File: src/rtl/alu_issue_queue.sv
// Operation queue and writeback register in front of the 32-bit combinational ALU.
// Define ALU_ISSUE_BYPASS_EN to let an op arriving at an idle queue skip the FIFO.
module alu_issue_queue #(
  parameter int DEPTH = 4,
  parameter int RD_W  = 5
) (
  input  logic                     clk,
  input  logic                     rst,
  input  logic                     in_valid,
  output logic                     in_ready,
  input  logic [31:0]              in_op1,
  input  logic [31:0]              in_op2,
  input  logic [2:0]               in_sel,
  input  logic [RD_W-1:0]          in_rd,
  output logic [31:0]              alu_op1,
  output logic [31:0]              alu_op2,
  output logic [2:0]               alu_sel,
  input  logic [31:0]              alu_result,
  input  logic                     alu_zflag,
  output logic                     wb_valid,
  input  logic                     wb_ready,
  output logic [RD_W-1:0]          wb_rd,
  output logic [31:0]              wb_data,
  output logic                     wb_nonzero,
  output logic                     wb_divz,
  output logic [$clog2(DEPTH):0]   count
);

  localparam int PTR_W = $clog2(DEPTH);
  localparam int CNT_W = PTR_W + 1;
  localparam logic [2:0] SEL_DIV = 3'b100;

  logic [31:0]     op1_q [DEPTH];
  logic [31:0]     op2_q [DEPTH];
  logic [2:0]      sel_q [DEPTH];
  logic [RD_W-1:0] rd_q  [DEPTH];

  logic [PTR_W-1:0] wr_ptr_q, wr_ptr_d;
  logic [PTR_W-1:0] rd_ptr_q, rd_ptr_d;
  logic [CNT_W-1:0] count_q, count_d;

  logic            wb_valid_q, wb_valid_d;
  logic [RD_W-1:0] wb_rd_q, wb_rd_d;
  logic [31:0]     wb_data_q, wb_data_d;
  logic            wb_nonzero_q, wb_nonzero_d;
  logic            wb_divz_q, wb_divz_d;

  logic head_vld, wb_free, byp, pop, fire, push, divz;

  logic [31:0]     iss_op1, iss_op2;
  logic [2:0]      iss_sel;
  logic [RD_W-1:0] iss_rd;

  assign head_vld = (count_q != '0);
  assign wb_free  = !wb_valid_q || wb_ready;

`ifdef ALU_ISSUE_BYPASS_EN
  assign byp = !head_vld && wb_free && in_valid;
`else
  assign byp = 1'b0;
`endif

  assign pop      = head_vld && wb_free;
  assign fire     = pop || byp;
  // in_ready depends on stored state only so it never combines with wb_ready
  assign in_ready = (count_q < CNT_W'(DEPTH));
  assign push     = in_valid && in_ready && !byp;

  always_comb begin
    iss_op1 = '0;
    iss_op2 = '0;
    iss_sel = '0;
    iss_rd  = '0;
    if (head_vld) begin
      iss_op1 = op1_q[rd_ptr_q];
      iss_op2 = op2_q[rd_ptr_q];
      iss_sel = sel_q[rd_ptr_q];
      iss_rd  = rd_q[rd_ptr_q];
    end else if (byp) begin
      iss_op1 = in_op1;
      iss_op2 = in_op2;
      iss_sel = in_sel;
      iss_rd  = in_rd;
    end
  end

  assign alu_op1 = iss_op1;
  assign alu_op2 = iss_op2;
  assign alu_sel = iss_sel;

  // The ALU does not detect a zero divisor, so it is caught here on the issue side
  assign divz = (iss_sel == SEL_DIV) && (iss_op2 == '0);

  always_comb begin
    count_d      = count_q + CNT_W'(push) - CNT_W'(pop);
    wr_ptr_d     = wr_ptr_q + PTR_W'(push);
    rd_ptr_d     = rd_ptr_q + PTR_W'(pop);
    wb_valid_d   = wb_valid_q;
    wb_rd_d      = wb_rd_q;
    wb_data_d    = wb_data_q;
    wb_nonzero_d = wb_nonzero_q;
    wb_divz_d    = wb_divz_q;
    if (fire) begin
      wb_valid_d   = 1'b1;
      wb_rd_d      = iss_rd;
      wb_data_d    = divz ? 32'd0 : alu_result;
      wb_nonzero_d = divz ? 1'b0 : alu_zflag;
      wb_divz_d    = divz;
    end else if (wb_ready) begin
      wb_valid_d = 1'b0;
    end
  end

  always_ff @(posedge clk) begin
    if (rst) begin
      wr_ptr_q     <= '0;
      rd_ptr_q     <= '0;
      count_q      <= '0;
      wb_valid_q   <= 1'b0;
      wb_rd_q      <= '0;
      wb_data_q    <= '0;
      wb_nonzero_q <= 1'b0;
      wb_divz_q    <= 1'b0;
    end else begin
      wr_ptr_q     <= wr_ptr_d;
      rd_ptr_q     <= rd_ptr_d;
      count_q      <= count_d;
      wb_valid_q   <= wb_valid_d;
      wb_rd_q      <= wb_rd_d;
      wb_data_q    <= wb_data_d;
      wb_nonzero_q <= wb_nonzero_d;
      wb_divz_q    <= wb_divz_d;
    end
  end

  // Queue storage is qualified by count, so it needs no reset
  always_ff @(posedge clk) begin
    if (push) begin
      op1_q[wr_ptr_q] <= in_op1;
      op2_q[wr_ptr_q] <= in_op2;
      sel_q[wr_ptr_q] <= in_sel;
      rd_q[wr_ptr_q]  <= in_rd;
    end
  end

  assign wb_valid   = wb_valid_q;
  assign wb_rd      = wb_rd_q;
  assign wb_data    = wb_data_q;
  assign wb_nonzero = wb_nonzero_q;
  assign wb_divz    = wb_divz_q;
  assign count      = count_q;

endmodule

File: config.mk
export PLATFORM = sky130hd
export DESIGN_NAME = alu_issue_queue
export DESIGN_NICKNAME = d
export VERILOG_FILES = /design/src/rtl/alu_issue_queue.sv
export SDC_FILE = /design/constraint.sdc
export NUM_CORES = 1
export LEC_CHECK = 0
export ABC_AREA = 1
export BUFFER_PORTS_ARGS = -buffer_cell sky130_fd_sc_hd__buf_4
export CAP_MARGIN = 20
export CORE_MARGIN = 2
export CORE_UTILIZATION = 35
export CTS_CLUSTER_SIZE = 10
export DETAILED_ROUTE_END_ITERATION = 10
export GPL_TIMING_DRIVEN = 0
export HOLD_SLACK_MARGIN = 0.02
export PLACE_DENSITY = 0.65
export SETUP_SLACK_MARGIN = 0.15
export SLEW_MARGIN = 5
export SYNTH_ARGS = -nofsm -noshare
export SYNTH_HDL_FRONTEND = slang
export SYNTH_SLANG_ARGS = --single-unit
File: constraint.sdc
create_clock -name clk -period 6.5 [get_ports clk]
set_input_delay 0.65 -clock clk [delete_from_list [all_inputs] [get_ports clk]]
set_output_delay 0.65 -clock clk [all_outputs]
set_load 0.01 [all_outputs]
==> qor.txt, run 1 <==
initial drt markers = 566
setup bufs post-CTS = 0
CP Launch Type = flip-flop
Synth Cell Area = 0.0137 mm^2
vias per cell = 4.62
area delta synth->final = 27.9%
Yosys reg bits = 335
count of cell types in the netlist = 27
Leak Pwr = 7.51 nW
Placed Instance Area = 0.0164 mm^2
Slew Viols, Final = 0
vias = 9964
critical path type = flip-flop to output port
clock-pin slew on the worst setup and hold paths = 50 ps
Root Driver = clkbuf_16
yosys warns = 0
# hold bufs at CTS = 0
H-tree depth = 2
FMAX = 269 MHz
final period utilization = 0.573
vias in the first global route = 9904
All-Layer GR Usage = 0.178
Final Hold Vio Count = 0
Reg area = 0.00959 mm^2
Die Area = 0.0409 mm^2
Required @ worst endpoint = 5850 ps
fin crit period = 3720 ps
sequential-to-total area share from yosys stat = 0.697
most frequent cells in the layout = nand2_1, edfxtp_1, buf_4, nor2_1, inv_1
Place WS = 3280 ps
Final ANT Viol Nets = 0
CTS tree = built
status = completed
row count = 72
WP data arrival = 3070 ps
Die Ht = 202 um
crit path capture type = output port
worst clock skew = 12.9 ps
num ports = 220
Fillers = 3664
synthesized area per cell = 10.5 um^2
MaxCap Viol Count = 0
DRC Markers = 0
final instance area = 0.0176 mm^2
DRT Wirelength = 36.6 mm
share of cells above drive strength 1 = 0.216
Port Buffer Count = 219
Hold Path Class = input pin to flip-flop
Post-Syn Instances = 1312
Mapped Nets = 1426
Least-Margin Pin Slew = 902 ps
Crit Path Max Fanout = 10
Die W = 202 um
RePlAce Congestion = 0.771
final worst slack = 2780 ps
worst vdd rail ir drop = 0.263 mV
total power = 0.00764 W
first-pass GRT wire length = 55.7 mm
TritonCTS Sinks = 335
Core Region = 0.0387 mm^2
Initial Utilization = 0.355
initial antenna violation count = 3
max_slew headroom = 0.396
RSZ-0062 raised after global routing = no
R2R Setup Slk = 3390 ps
Layout Nets = 1722
Post-CTS Resized = 0
most common cell after layout, fill and taps aside = nand2_1
Pwr Density = 434 mW/mm^2
HPWL Detailed = 25.4 mm
area of the multi-input gates = 0.00320 mm^2
1st-pass router iterations = 5
CTS Buffer Depth = 3
cts bufs inserted = 40
final setup vio count = 0
largest net degree at the start of global routing = 12
Clk Latency, worst-skew pair = 540 ps
Congestion Overflow GR = 0
routed length per instance = 17.0 um
-- kinds of logic (layout without fill, tap and decap cells) --
family | after synthesis | count (layout) | share of synthesized area
buffers and inverters | 232 | 554 | 0.0716
DFF | 335 | 335 | 0.697
and+or+nand+nor | 566 | 566 | 0.160
AOI/OAI and AO/OA | 171 | 171 | 0.0635
other | 0 | 3 | 0
xor gates and xnor gates | 3 | 3 | 0.00191
adders and majority gates | 5 | 5 | 0.00510
-- power by group --
part | switching [W] | leakage (nW) | internal [W]
combinational | 0.00182 | 3.93 | 0.00110
sequential | 0.0000923 | 3.02 | 0.00263
clock | 0.000818 | 0.559 | 0.00119
total | 0.00273 | 7.51 | 0.00491
-- registers in the layout, indices dropped and copies added, names as in the netlist, 3 cells and up --
register / count
rd_q: 20
count: 3
wb_rd: 5
op1_q: 128
wb_data: 32
op2_q: 128
sel_q: 12
-- stage by stage --
step                      setup TNS, ps  std cells  hold slack (ps)   util
final                                 0       2155              304  0.454
after global routing                  0       2153              278  0.454
after CTS                             0       2152              266  0.454
after detailed placement              0       2084              460  0.424
after global placement         -1246780       2049              455  0.414
after floorplan                       0       1312              488      -
-- cell type report --
cell class,count,area share
Sequential cell,335,0.545
Multi-Input combinational cell,745,0.182
Timing Repair Buffer,254,0.114
Clock buffer,64,0.0644
Tap cell,518,0.0369
Inverter,163,0.0349
Buffer,69,0.0211
Clock inverter,4,0.00149
Antenna cell,3,0.000427
-- path summary, 6_finish.rpt --
path	startpoint	end	depth (start not counted)
min reg2reg	wb_data[16]	wb_data[16]	2
max reg2reg	count[2]	count[2]	12
max	rd_ptr_q[0]	alu_op1[25]	8
min	in_op1[8]	op1_q[1][8]	1
-- worst max-delay path, cell delays in order, from the launching register on --
cell	delay (ps)
dfxtp_1	310
buf_4	180
inv_4	120
buf_4	230
clkbuf_1	580
clkbuf_1	490
o21ai_0	190
a21oi_1	250
buf_4	160
-- cells in the mapped netlist --
master / number / share of area
nand2_1: 304 / 0.083
buf_6: 6 / 0.0049
ha_1: 4 / 0.0036
inv_1: 160 / 0.044
a21oi_2: 3 / 0.0019
o21ai_1: 5 / 0.0018
nand4_1: 1 / 0.00046
a21oi_1: 70 / 0.025
xor2_1: 1 / 0.00064
or2_0: 1 / 0.00046
dfxtp_1: 47 / 0.068
nor3_1: 4 / 0.0015
buf_1: 10 / 0.0027
xnor2_1: 2 / 0.0013
clkbuf_1: 18 / 0.0049
fa_1: 1 / 0.0015
nor3_4: 1 / 0.0012
a31oi_1: 5 / 0.0023
nor2_1: 212 / 0.058
o21ai_0: 88 / 0.032
nand3_2: 1 / 0.00073
inv_2: 2 / 0.00055
buf_4: 9 / 0.0049
inv_4: 1 / 0.00046
nand3_1: 42 / 0.015
edfxtp_1: 288 / 0.63
buf_2: 26 / 0.0095
-- layer usage --
layer	global-route usage	vias up	part of all wire
met5	0	-	0
li1	-	4871	-
met1	0.221	4722	0.42
met3	0.0440	50	0.077
met2	0.306	321	0.48
met4	0.0571	0	0.021
(Power assumes the default switching activity.)
==> inputs of run 2 (changes only) <==
--- a/config.mk
+++ b/config.mk
@@ -14,7 +14,7 @@
 export DETAILED_ROUTE_END_ITERATION = 10
 export GPL_TIMING_DRIVEN = 0
 export HOLD_SLACK_MARGIN = 0.02
-export PLACE_DENSITY = 0.65
+export PLACE_DENSITY = 0.63
 export SETUP_SLACK_MARGIN = 0.15
 export SLEW_MARGIN = 5
 export SYNTH_ARGS = -nofsm -noshare
==> constraint.sdc (replaced) <==
create_clock -name clk -period 3.46 [get_ports clk]
set_input_delay 0.346 -clock clk [delete_from_list [all_inputs] [get_ports clk]]
set_output_delay 0.346 -clock clk [all_outputs]
set_load 0.01 [all_outputs]
==> run 2 against run 1 <==
  * Routed wire length rose by 0.85%
  * Largest power group unchanged
  * Global-route usage is 0.067 points lower
  * Power up 89%
  * Combinational power is 92% higher
==> qor.txt, run 2 (same netlist as run 1, synthesis figures left out) <==
worst clock skew = 24.5 ps (+11.6 ps)
max_slew headroom = 0.371 (-0.0252)
Place WS = 122 ps (-3160 ps)
WP data arrival = 3500 ps (+430 ps)
final worst slack = 381 ps (-2400 ps)
fin crit period = 3080 ps
largest net degree at the start of global routing = 20 (+8)
Required @ worst endpoint = 3880 ps (-1970 ps)
Least-Margin Pin Slew = 941 ps (+39.6 ps)
CP Launch Type = flip-flop
first-pass GRT wire length = 55.5 mm (-0.36%)
RePlAce Congestion = 0.812 (+5.4%)
Port Buffer Count = 219 (unchanged)
initial antenna violation count = 1 (-2)
CP max stage delay = 460 ps (-120 ps)
area of the multi-input gates = 0.00322 mm^2 (+0.78%)
num ports = 220 (unchanged)
Die W = 202 um (unchanged)
Largest delay share family, worst path = adder cells
Slew Viols, Final = 0 (unchanged)
cts bufs inserted = 40 (unchanged)
hold slack final = 131 ps (-173 ps)
final period utilization = 0.890
row count = 72 (unchanged)
Congestion Overflow GR = 0 (unchanged)
H-tree depth = 2 (unchanged)
Clk Latency, worst-skew pair = 550 ps (about the same)
clock-pin slew on the worst setup and hold paths = 60 ps (about the same)
post-placement cell count = 2071 (-0.62%)
CTS tree = built
vias = 10033 (+0.69%)
Reg area = 0.00959 mm^2 (unchanged)
Root Driver = clkbuf_16
routed length per instance = 16.8 um (-1.2%)
1st-pass router iterations = 5 (unchanged)
Leak Pwr = 7.82 nW (+4.1%)
Fillers = 3569 (-2.6%)
vias per cell = 4.56 (-1.4%)
R2R Setup Slk = 380 ps (-3010 ps)
Buf/Inv on CP = 4 (-2)
FMAX = 325 MHz
Layout Nets = 1778 (+3.3%)
Die Area = 0.0409 mm^2 (unchanged)
All-Layer GR Usage = 0.178 (-0.000670)
DRT Wirelength = 36.9 mm (+0.85%)
Initial Utilization = 0.355 (unchanged)
critical path type = flip-flop to flip-flop
Post-Layout Cell Count = 2200 (+2.1%)
Core Region = 0.0387 mm^2 (unchanged)
vias in the first global route = 9806 (-0.99%)
worst-path cell chain = nor3_4 > clkbuf_4 > nor2_1 > clkbuf_2 > ha_1 > inv_1 > ha_1 > inv_1 > fa_1 > xor2_1 > o21ai_0 > a21oi_1
crit path capture type = flip-flop
initial drt markers = 558 (-1.4%)
area delta synth->final = 33.7%
final setup vio count = 0 (unchanged)
Final Hold Vio Count = 0 (unchanged)
MaxCap Viol Count = 0 (unchanged)
most frequent cells in the layout = nand2_1, edfxtp_1, buf_4, nor2_1, inv_1
most common cell after layout, fill and taps aside = nand2_1
total power = 0.0144 W (+89%)
RSZ-0062 raised after global routing = no
TritonCTS Sinks = 335 (unchanged)
Final ANT Viol Nets = 0 (unchanged)
status = completed
worst vdd rail ir drop = 0.549 mV (+110%)
Slowest cell on crit path = dfxtp_1
Die Ht = 202 um (unchanged)
share of cells above drive strength 1 = 0.205 (-0.0108)
Crit Path Max Fanout = 11 (+1)
HPWL Detailed = 25.1 mm (-1.2%)
CTS Buffer Depth = 3 (unchanged)
Pwr Density = 785 mW/mm^2 (+81%)
DRC Markers = 0 (unchanged)
Hold Path Class = input pin to flip-flop
## run 2: area by class of cell
cell class	instances	area share
clock buffers	57	0.0602
diodes	1	0.000136
repair buffers	313	0.153
inverters	163	0.0334
flip-flops and latches	335	0.522
multi-input cells	745	0.175
clock inverters	2	0.000477
well taps	518	0.0353
plain buffers	66	0.0201
## run 2: repair_timing
item                                    in CTS  in global routing
resized for setup                            2                  9
endpoints found under the setup margin      31                 21
hold buffers                                72                  0
hold endpoints to repair                   288                  0
setup buffers                                0                  0
## run 2: metrics by stage
step | utilization | setup TNS [ps] | cell area (um^2)
floorplan | - | -144070 | 13800
global placement | 0.415 | -847430 | 16100
detailed placement | 0.427 | 0 | 16500
CTS | 0.474 | 0 | 18400
global route | 0.474 | 0 | 18400
finish | 0.474 | 0 | 18400
## run 2: layer usage
| metal | part of all wire | global-route usage |
|---|---|---|
| met5 | 0 | 0 |
| met4 | 0.021 | 0.0584 |
| met3 | 0.061 | 0.0337 |
| met2 | 0.50 | 0.307 |
| met1 | 0.42 | 0.225 |
## run 2: path summary, 6_finish.rpt
kind | start | cells past startpoint | endpoint
setup reg to reg | count[1] | 12 | count[2]
hold / removal | alu_result[1] | 5 | wb_data[1]
hold reg to reg | wb_data[31] | 2 | wb_data[31]
setup / recovery | count[1] | 12 | count[2]
## run 2: power breakdown
group / internal [W] / switching (W) / total [W] / leakage (nW)
combinational: 0.00216 / 0.00344 / 0.00560 / 4.26
clock: 0.00218 / 0.00153 / 0.00371 / 0.542
sequential: 0.00493 / 0.000177 / 0.00511 / 3.02
## run 2: worst reg2reg max path: stages (launching register included)
cell	delay (ps)
dfxtp_1	460
nor3_4	110
clkbuf_4	240
nor2_1	430
clkbuf_2	400
ha_1	290
inv_1	50
ha_1	130
inv_1	50
fa_1	400
xor2_1	160
o21ai_0	160
a21oi_1	50
